`src/rtl/lpif_quarter_pkg.sv`:
```
// Shared slot geometry and FSM encoding for the quarter-rate downstream packer.
package lpif_quarter_pkg;

  localparam int SLOTS         = 4;
  localparam int SLOT_IDX_W    = 2;
  localparam int SLOT_DATA_W   = 256;
  localparam int SLOT_STATE_W  = 4;
  localparam int SLOT_PROTID_W = 2;
  localparam int SLOT_CRC_W    = 16;

  typedef enum logic [1:0] {
    ST_OFFLINE = 2'd0,
    ST_IDLE    = 2'd1,
    ST_FILL    = 2'd2
  } pack_state_e;

  // LSB-contiguous valid mask for a bundle holding 'filled' slots (0 means all four).
  function automatic logic [SLOTS-1:0] fill_mask(input logic [SLOT_IDX_W-1:0] filled);
    logic [SLOTS-1:0] m;
    case (filled)
      2'd1:    m = 4'b0001;
      2'd2:    m = 4'b0011;
      2'd3:    m = 4'b0111;
      default: m = 4'b1111;
    endcase
    return m;
  endfunction

endpackage

```
`src/rtl/lpif_idle_flush_timer.sv`:
```
// Saturating count of consecutive idle cycles while a bundle is partially filled;
// raises hit_o on the idle cycle that reaches the programmed timeout.
module lpif_idle_flush_timer #(
  parameter int FLUSH_W = 8
) (
  input  logic               clk_i,
  input  logic               rst_i,
  input  logic               arm_i,
  input  logic               beat_i,
  input  logic [FLUSH_W-1:0] timeout_i,
  output logic               hit_o
);

  logic [FLUSH_W-1:0] cnt_q, cnt_d;
  logic [FLUSH_W-1:0] cnt_inc;

  // Count includes the current idle cycle; saturate rather than wrap; zero timeout never fires.
  always_comb begin
    cnt_inc = (cnt_q == '1) ? cnt_q : cnt_q + 1'b1;
    hit_o   = arm_i && !beat_i && (timeout_i != '0) && (cnt_inc >= timeout_i);
    cnt_d   = (!arm_i || beat_i || hit_o) ? '0 : cnt_inc;
  end

  // Idle counter register.
  always_ff @(posedge clk_i) begin
    if (rst_i) cnt_q <= '0;
    else       cnt_q <= cnt_d;
  end

endmodule

```
`src/rtl/lpif_dstrm_quarter_packer.sv`:
```
// Packs single-lane LPIF beats into four-slot bundles for the quarter-rate
// downstream top; supports idle-timeout partial flush and offline discard.
module lpif_dstrm_quarter_packer
  import lpif_quarter_pkg::*;
#(
  parameter int FLUSH_W = 8
) (
  input  logic                              clk_wr,
  input  logic                              rst_wr,
  input  logic                              tx_online,
  input  logic [FLUSH_W-1:0]                flush_timeout,
  input  logic                              in_valid,
  input  logic [SLOT_STATE_W-1:0]           in_state,
  input  logic [SLOT_PROTID_W-1:0]          in_protid,
  input  logic [SLOT_DATA_W-1:0]            in_data,
  input  logic                              in_dvalid,
  input  logic [SLOT_CRC_W-1:0]             in_crc,
  input  logic                              in_crc_valid,
  output logic [SLOTS*SLOT_STATE_W-1:0]     dstrm_state,
  output logic [SLOTS*SLOT_PROTID_W-1:0]    dstrm_protid,
  output logic [SLOTS*SLOT_DATA_W-1:0]      dstrm_data,
  output logic [SLOTS-1:0]                  dstrm_dvalid,
  output logic [SLOTS*SLOT_CRC_W-1:0]       dstrm_crc,
  output logic [SLOTS-1:0]                  dstrm_crc_valid,
  output logic [SLOTS-1:0]                  dstrm_valid,
  output logic [15:0]                       bundle_cnt,
  output logic [15:0]                       discard_cnt
);

  pack_state_e                  state_q, state_d;
  logic [SLOT_IDX_W-1:0]        slot_q, slot_d;

  logic [SLOTS*SLOT_DATA_W-1:0]   acc_data_q,   acc_data_d;
  logic [SLOTS*SLOT_STATE_W-1:0]  acc_state_q,  acc_state_d;
  logic [SLOTS*SLOT_PROTID_W-1:0] acc_protid_q, acc_protid_d;
  logic [SLOTS*SLOT_CRC_W-1:0]    acc_crc_q,    acc_crc_d;
  logic [SLOTS-1:0]               acc_dvalid_q, acc_dvalid_d;
  logic [SLOTS-1:0]               acc_crcv_q,   acc_crcv_d;

  logic [SLOTS*SLOT_DATA_W-1:0]   out_data_q,   out_data_d;
  logic [SLOTS*SLOT_STATE_W-1:0]  out_state_q,  out_state_d;
  logic [SLOTS*SLOT_PROTID_W-1:0] out_protid_q, out_protid_d;
  logic [SLOTS*SLOT_CRC_W-1:0]    out_crc_q,    out_crc_d;
  logic [SLOTS-1:0]               out_dvalid_q, out_dvalid_d;
  logic [SLOTS-1:0]               out_crcv_q,   out_crcv_d;
  logic [SLOTS-1:0]               out_valid_q,  out_valid_d;

  logic [15:0]                  bcnt_q, bcnt_d;
  logic [15:0]                  dcnt_q, dcnt_d;

  logic                         wr_en;
  logic                         emit;
  logic [SLOTS-1:0]             emit_mask;
  logic [2:0]                   discard_inc;
  logic                         flush_arm;
  logic                         flush_hit;

  assign flush_arm = (state_q == ST_FILL) && tx_online;

  lpif_idle_flush_timer #(
    .FLUSH_W (FLUSH_W)
  ) u_idle_flush_timer (
    .clk_i     (clk_wr),
    .rst_i     (rst_wr),
    .arm_i     (flush_arm),
    .beat_i    (in_valid),
    .timeout_i (flush_timeout),
    .hit_o     (flush_hit)
  );

  // FSM next state: offline handling, slot writes, complete emit and idle flush.
  always_comb begin
    state_d     = state_q;
    slot_d      = slot_q;
    wr_en       = 1'b0;
    emit        = 1'b0;
    emit_mask   = '0;
    discard_inc = 3'd0;
    case (state_q)
      ST_OFFLINE: begin
        slot_d      = '0;
        discard_inc = {2'b00, in_valid};
        if (tx_online) state_d = ST_IDLE;
      end
      ST_IDLE, ST_FILL: begin
        if (!tx_online) begin
          // Link loss drops the partial bundle plus any beat arriving now.
          state_d     = ST_OFFLINE;
          slot_d      = '0;
          discard_inc = {1'b0, slot_q} + {2'b00, in_valid};
        end else if (in_valid) begin
          wr_en  = 1'b1;
          slot_d = slot_q + 2'd1;
          if (slot_q == 2'd3) begin
            emit      = 1'b1;
            emit_mask = fill_mask(2'd0);
            state_d   = ST_IDLE;
          end else begin
            state_d   = ST_FILL;
          end
        end else if (flush_hit) begin
          emit      = 1'b1;
          emit_mask = fill_mask(slot_q);
          slot_d    = '0;
          state_d   = ST_IDLE;
        end
      end
      default: begin
        state_d = ST_OFFLINE;
        slot_d  = '0;
      end
    endcase
  end

  // Accumulator update: the current beat lands in the slot picked by the slot counter.
  always_comb begin
    acc_data_d   = acc_data_q;
    acc_state_d  = acc_state_q;
    acc_protid_d = acc_protid_q;
    acc_crc_d    = acc_crc_q;
    acc_dvalid_d = acc_dvalid_q;
    acc_crcv_d   = acc_crcv_q;
    if (wr_en) begin
      acc_data_d  [int'(slot_q)*SLOT_DATA_W   +: SLOT_DATA_W]   = in_data;
      acc_state_d [int'(slot_q)*SLOT_STATE_W  +: SLOT_STATE_W]  = in_state;
      acc_protid_d[int'(slot_q)*SLOT_PROTID_W +: SLOT_PROTID_W] = in_protid;
      acc_crc_d   [int'(slot_q)*SLOT_CRC_W    +: SLOT_CRC_W]    = in_crc;
      acc_dvalid_d[slot_q] = in_dvalid;
      acc_crcv_d  [slot_q] = in_crc_valid;
    end
  end

  // Output staging: copy only filled slots of an emitted bundle, zero everything otherwise.
  always_comb begin
    out_data_d   = '0;
    out_state_d  = '0;
    out_protid_d = '0;
    out_crc_d    = '0;
    out_dvalid_d = '0;
    out_crcv_d   = '0;
    out_valid_d  = '0;
    if (emit) begin
      out_valid_d = emit_mask;
      for (int i = 0; i < SLOTS; i++) begin
        if (emit_mask[i]) begin
          out_data_d  [i*SLOT_DATA_W   +: SLOT_DATA_W]   = acc_data_d  [i*SLOT_DATA_W   +: SLOT_DATA_W];
          out_state_d [i*SLOT_STATE_W  +: SLOT_STATE_W]  = acc_state_d [i*SLOT_STATE_W  +: SLOT_STATE_W];
          out_protid_d[i*SLOT_PROTID_W +: SLOT_PROTID_W] = acc_protid_d[i*SLOT_PROTID_W +: SLOT_PROTID_W];
          out_crc_d   [i*SLOT_CRC_W    +: SLOT_CRC_W]    = acc_crc_d   [i*SLOT_CRC_W    +: SLOT_CRC_W];
          out_dvalid_d[i] = acc_dvalid_d[i];
          out_crcv_d  [i] = acc_crcv_d[i];
        end
      end
    end
    bcnt_d = bcnt_q + {15'd0, emit};
    dcnt_d = dcnt_q + {13'd0, discard_inc};
  end

  // State, accumulator, output and counter registers.
  always_ff @(posedge clk_wr) begin
    if (rst_wr) begin
      state_q      <= ST_OFFLINE;
      slot_q       <= '0;
      acc_data_q   <= '0;
      acc_state_q  <= '0;
      acc_protid_q <= '0;
      acc_crc_q    <= '0;
      acc_dvalid_q <= '0;
      acc_crcv_q   <= '0;
      out_data_q   <= '0;
      out_state_q  <= '0;
      out_protid_q <= '0;
      out_crc_q    <= '0;
      out_dvalid_q <= '0;
      out_crcv_q   <= '0;
      out_valid_q  <= '0;
      bcnt_q       <= '0;
      dcnt_q       <= '0;
    end else begin
      state_q      <= state_d;
      slot_q       <= slot_d;
      acc_data_q   <= acc_data_d;
      acc_state_q  <= acc_state_d;
      acc_protid_q <= acc_protid_d;
      acc_crc_q    <= acc_crc_d;
      acc_dvalid_q <= acc_dvalid_d;
      acc_crcv_q   <= acc_crcv_d;
      out_data_q   <= out_data_d;
      out_state_q  <= out_state_d;
      out_protid_q <= out_protid_d;
      out_crc_q    <= out_crc_d;
      out_dvalid_q <= out_dvalid_d;
      out_crcv_q   <= out_crcv_d;
      out_valid_q  <= out_valid_d;
      bcnt_q       <= bcnt_d;
      dcnt_q       <= dcnt_d;
    end
  end

  assign dstrm_data      = out_data_q;
  assign dstrm_state     = out_state_q;
  assign dstrm_protid    = out_protid_q;
  assign dstrm_crc       = out_crc_q;
  assign dstrm_dvalid    = out_dvalid_q;
  assign dstrm_crc_valid = out_crcv_q;
  assign dstrm_valid     = out_valid_q;
  assign bundle_cnt      = bcnt_q;
  assign discard_cnt     = dcnt_q;

endmodule

```
`config.mk`:
```
export PLATFORM = sky130hd
export DESIGN_NAME = lpif_dstrm_quarter_packer
export DESIGN_NICKNAME = d
export VERILOG_FILES = /design/src/rtl/lpif_quarter_pkg.sv /design/src/rtl/lpif_idle_flush_timer.sv /design/src/rtl/lpif_dstrm_quarter_packer.sv
export SDC_FILE = /design/constraint.sdc
export NUM_CORES = 2
export LEC_CHECK = 0
export ABC_AREA = 1
export CORE_AREA = 10 10 560 562
export DETAILED_ROUTE_END_ITERATION = 6
export DIE_AREA = 0 0 570 572
export HOLD_SLACK_MARGIN = 0.08
export RECOVER_POWER = 50
export SLEW_MARGIN = 20
export SYNTH_ARGS = -nofsm -noshare
export SYNTH_HDL_FRONTEND = slang
export SYNTH_SLANG_ARGS = --single-unit
```
`constraint.sdc`:
```
create_clock -name clk_wr -period 7.7 [get_ports clk_wr]
set_input_delay 1.54 -clock clk_wr [delete_from_list [all_inputs] [get_ports clk_wr]]
set_output_delay 1.54 -clock clk_wr [all_outputs]
set_load 0.03 [all_outputs]
```
==> results_dict.tcl <==
set metrics [dict create \
    ctsHtreeMaxLevel 4 \
    worst-slew-pin-transition_ns 2.48 \
    postCtsSetupBuffers 0 \
    post_layout_nonfiller_instances 13683 \
    synth-edff-count 0 \
    synthesis.nets 8654 \
    min-delay-start "acc_data_q[949]" \
    floorplan.die_area_um2 326000 \
    post_synthesis_to_final_layout_area_growth_pct 36.8 \
    final_period_minus_worst_setup_slack_ns 6.17 \
    layout.cells.most_common "dfxtp_1" \
    maximum_buffer_depth_of_the_clock_tree 4 \
    route.detailed.vias_per_inst 4.65 \
    startpoint "slot_q[0]" \
    grt_pass1_wl_um 478000 \
    final-max-slew-violation-count 193 \
    num_rows 202 \
    placement.io_buffers 1447 \
    cp-end-kind "register" \
    p_per_area_nw_per_um2 267 \
    worst_r2r_path_depth 9 \
    netlist.area_leader.share_pct 63.3 \
    die_x_um 570 \
    grt.total_usage_pct 20.2 \
    critPathRequiredTime_ns 8.42 \
    syn-mean-instance-area_um2 8.69 \
    grt_antenna_before_repair 97 \
    worstPathArrival_ns 6.89 \
    critPathMaxFanout 82 \
    first_global_vias 59534 \
    timing.critical_path.from_type "register" \
    route.detailed.drc 0 \
    failed_checks "capacitance limit, slew limit" \
    internal_power_mw 19.9 \
    io-pin-count 1448 \
    post_drt_wl_per_cell_um 25.6 \
    drt.antenna.violating_nets 0 \
    maxClockFrequency_ghz 0.162 \
    worstReg2RegEnd "dstrm_data[146]" \
    most-common-layout-cells "2288 x dfxtp_1, 2272 x nor2_1, 1805 x o21ai_0" \
    share_comb_of_total_power_pct 6.7 \
    drive_gt1_share_pct 5.41 \
    regToRegSetupSlack_ns 1.53 \
    postSynthCellCount 8334 \
    grt_max_degree 194 \
    postSynth.topFlopCell "dfxtp_1" \
    clock-skew-final_ns 0.0826 \
    timing.hold.worst_path_depth 2 \
    timing_hold_violations_final 0 \
    dp_hpwl_um 250000 \
    clock-sinks 2288 \
    weighted_congestion_at_the_end_of_routability_driven_global_placement 0.869 \
    placeableCoreArea_um2 302000 \
    unrepaired_setup_endpoints_after_global_routing "no" \
    power.total_mw 26.4 \
    yosys_warnings 0 \
    clock-root-buffer "clkbuf_16" \
    asyncSetResetFlopFracSynth_pct 0 \
    run_status "finished, violations left" \
    start_util_pct 24.0 \
    max-slew-margin-rel_pct -65.2 \
    number_of_synthesized_register_bits 2288 \
    worst_skew_pair.late_latency_ns 0.90 \
    tritoncts_clock_tree "done" \
    peakVddDrop_mv 0.198 \
    cts_hold_buf 0 \
    crit_type "reg -> reg" \
    grt.overflow.total 0 \
    power.leakage_nw 39.2 \
    reg2reg_from "slot_q[0]" \
    via_total_after_detailed_routing 63637 \
    worst_setup_hold_path_clk_slew_ns 0.06 \
    post_synth_instance_area_um2 72400 \
    number_of_buffers_created_by_cts 245 \
    finish.instance_area_um2 99000 \
    placement.cell_area_um2 90500 \
    yosys.cell_types.count 38 \
    cts_repair_resize_count 0 \
    final.setup.tns_ns 0 \
    final_min_period_over_clock_period_pct 80.1 \
    hold_end "acc_data_q[949]" \
    dr.pass1.iters 6 \
    power_switching_share_pct 24.8 \
    sequential_cell_area_fraction_in_the_yosys_report_pct 63.3 \
    dieHeight_um 572 \
    synth.top_cells.by_area "dfxtp_1 63%, nor2_1 12%, o21ai_0 12%" \
    numPlacedInstances 13206 \
    power_spent_charging_and_discharging_nets_mw 6.56 \
    clkPwrFrac_pct 47.1 \
    max_cap_viol_count 5 \
    detailedRoute.firstIterationViolations 6278 \
    timing.final.setup_violations 0 \
    share_seq_of_total_power_pct 46.2 \
    worstHoldPathType "reg -> reg" \
    totalWireLength_um 350000 \
    fin_nets 9795 \
    synth_largest_area_cell "dfxtp_1" \
]
## Yosys cell counts, types with 2 or more instances
cell type,count
nor2_1,2269
o21a_1,3
xnor2_1,3
nand2_1,360
inv_1,434
inv_2,9
nand2_2,4
nand4_1,9
and3_1,2
buf_2,147
xor2_1,2
clkbuf_1,488
or2_2,3
o211ai_1,3
o21ai_0,1664
a31oi_1,20
a21oi_1,110
nor4_1,58
buf_4,2
nor3b_1,2
dfxtp_1,2288
nor2_4,3
ha_1,27
o31ai_1,147
nand3_1,28
nor3_1,56
buf_1,14
nand2_4,2
o21ai_1,168
## power groups by stage
stage               sequential [mW]  clock [mW]  combinational (mW)
floorplan                      12.5           0               0.927
global placement               12.5           0                1.79
finish                         12.2        12.4                1.78
CTS                            12.2        12.7                1.81
global route                   12.2        13.1                1.94
detailed placement             12.5           0                1.80
## critical path, cell delays in order, from the launching register on
cell and delay (ns):
dfxtp_1 1.69, inv_6 0.59, ha_1 0.64, nor2_1 0.07, nand2_1 1.26, buf_12 0.44
buf_4 0.58, o21ai_0 0.14, o21ai_0 0.17, nor2_1 0.09
## worst max path at each step
stage | endpoint | cells after the start
4_1_cts | dstrm_data[988] | 10
2_1_floorplan | bundle_cnt[12] | 23
6_report | dstrm_data[146] | 9
3_3_place_gp | bundle_cnt[12] | 24
3_5_place_dp | bundle_cnt[12] | 24
5_1_grt | acc_data_q[140] | 9
## logic make-up after synthesis
group | count (synthesis) | synth area share (%)
AO/OA/AOI/OAI | 2118 | 15.2
XOR/XNOR | 5 | 0.0605
adder cells (fa/ha/maj) | 28 | 0.494
buffers and inverters | 1096 | 5.95
flip-flops | 2288 | 63.3
AND/OR/NAND/NOR | 2799 | 15.0
## routing by layer
metal | share of wire (%) | global-route usage, %
met1 | 43 | 26.5
met4 | 3.9 | 7.15
met5 | 0.055 | 0
met2 | 43 | 30.8
met3 | 10 | 6.78
## per-stage QoR
stage               util [%]  hold WS, ns  setup WS (ns)
finish                  32.8        0.470           1.53
CTS                     32.8        0.462           3.13
global placement        30.0        0.450           2.52
detailed placement      30.0        0.459           2.56
floorplan                  -        0.442           3.68
global route            32.8        0.494           1.31
## state kept, by name, indices dropped and copies added (netlist names)
signal,flops
u_idle_flush_timer.cnt_q,8
dstrm_crc,64
acc_dvalid_q,4
dstrm_dvalid,4
dstrm_data,1024
acc_data_q,1024
dstrm_valid,4
acc_protid_q,8
bundle_cnt,16
dstrm_crc_valid,4
slot_q,2
acc_crc_q,64
acc_state_q,16
acc_crcv_q,4
dstrm_protid,8
discard_cnt,16
state_q,2
dstrm_state,16
## area by class of cell
type	instances	area [um^2]
fillers	31445	203000
diodes	29	72.6
repair buffers	1545	15600
multi-input cells	4950	22300
well taps	3978	4980
inverters	445	1720
clock buffers	331	6910
flip-flops and latches	2288	45800
clock inverters	117	1660
Power figures use the tool's default switching activity.
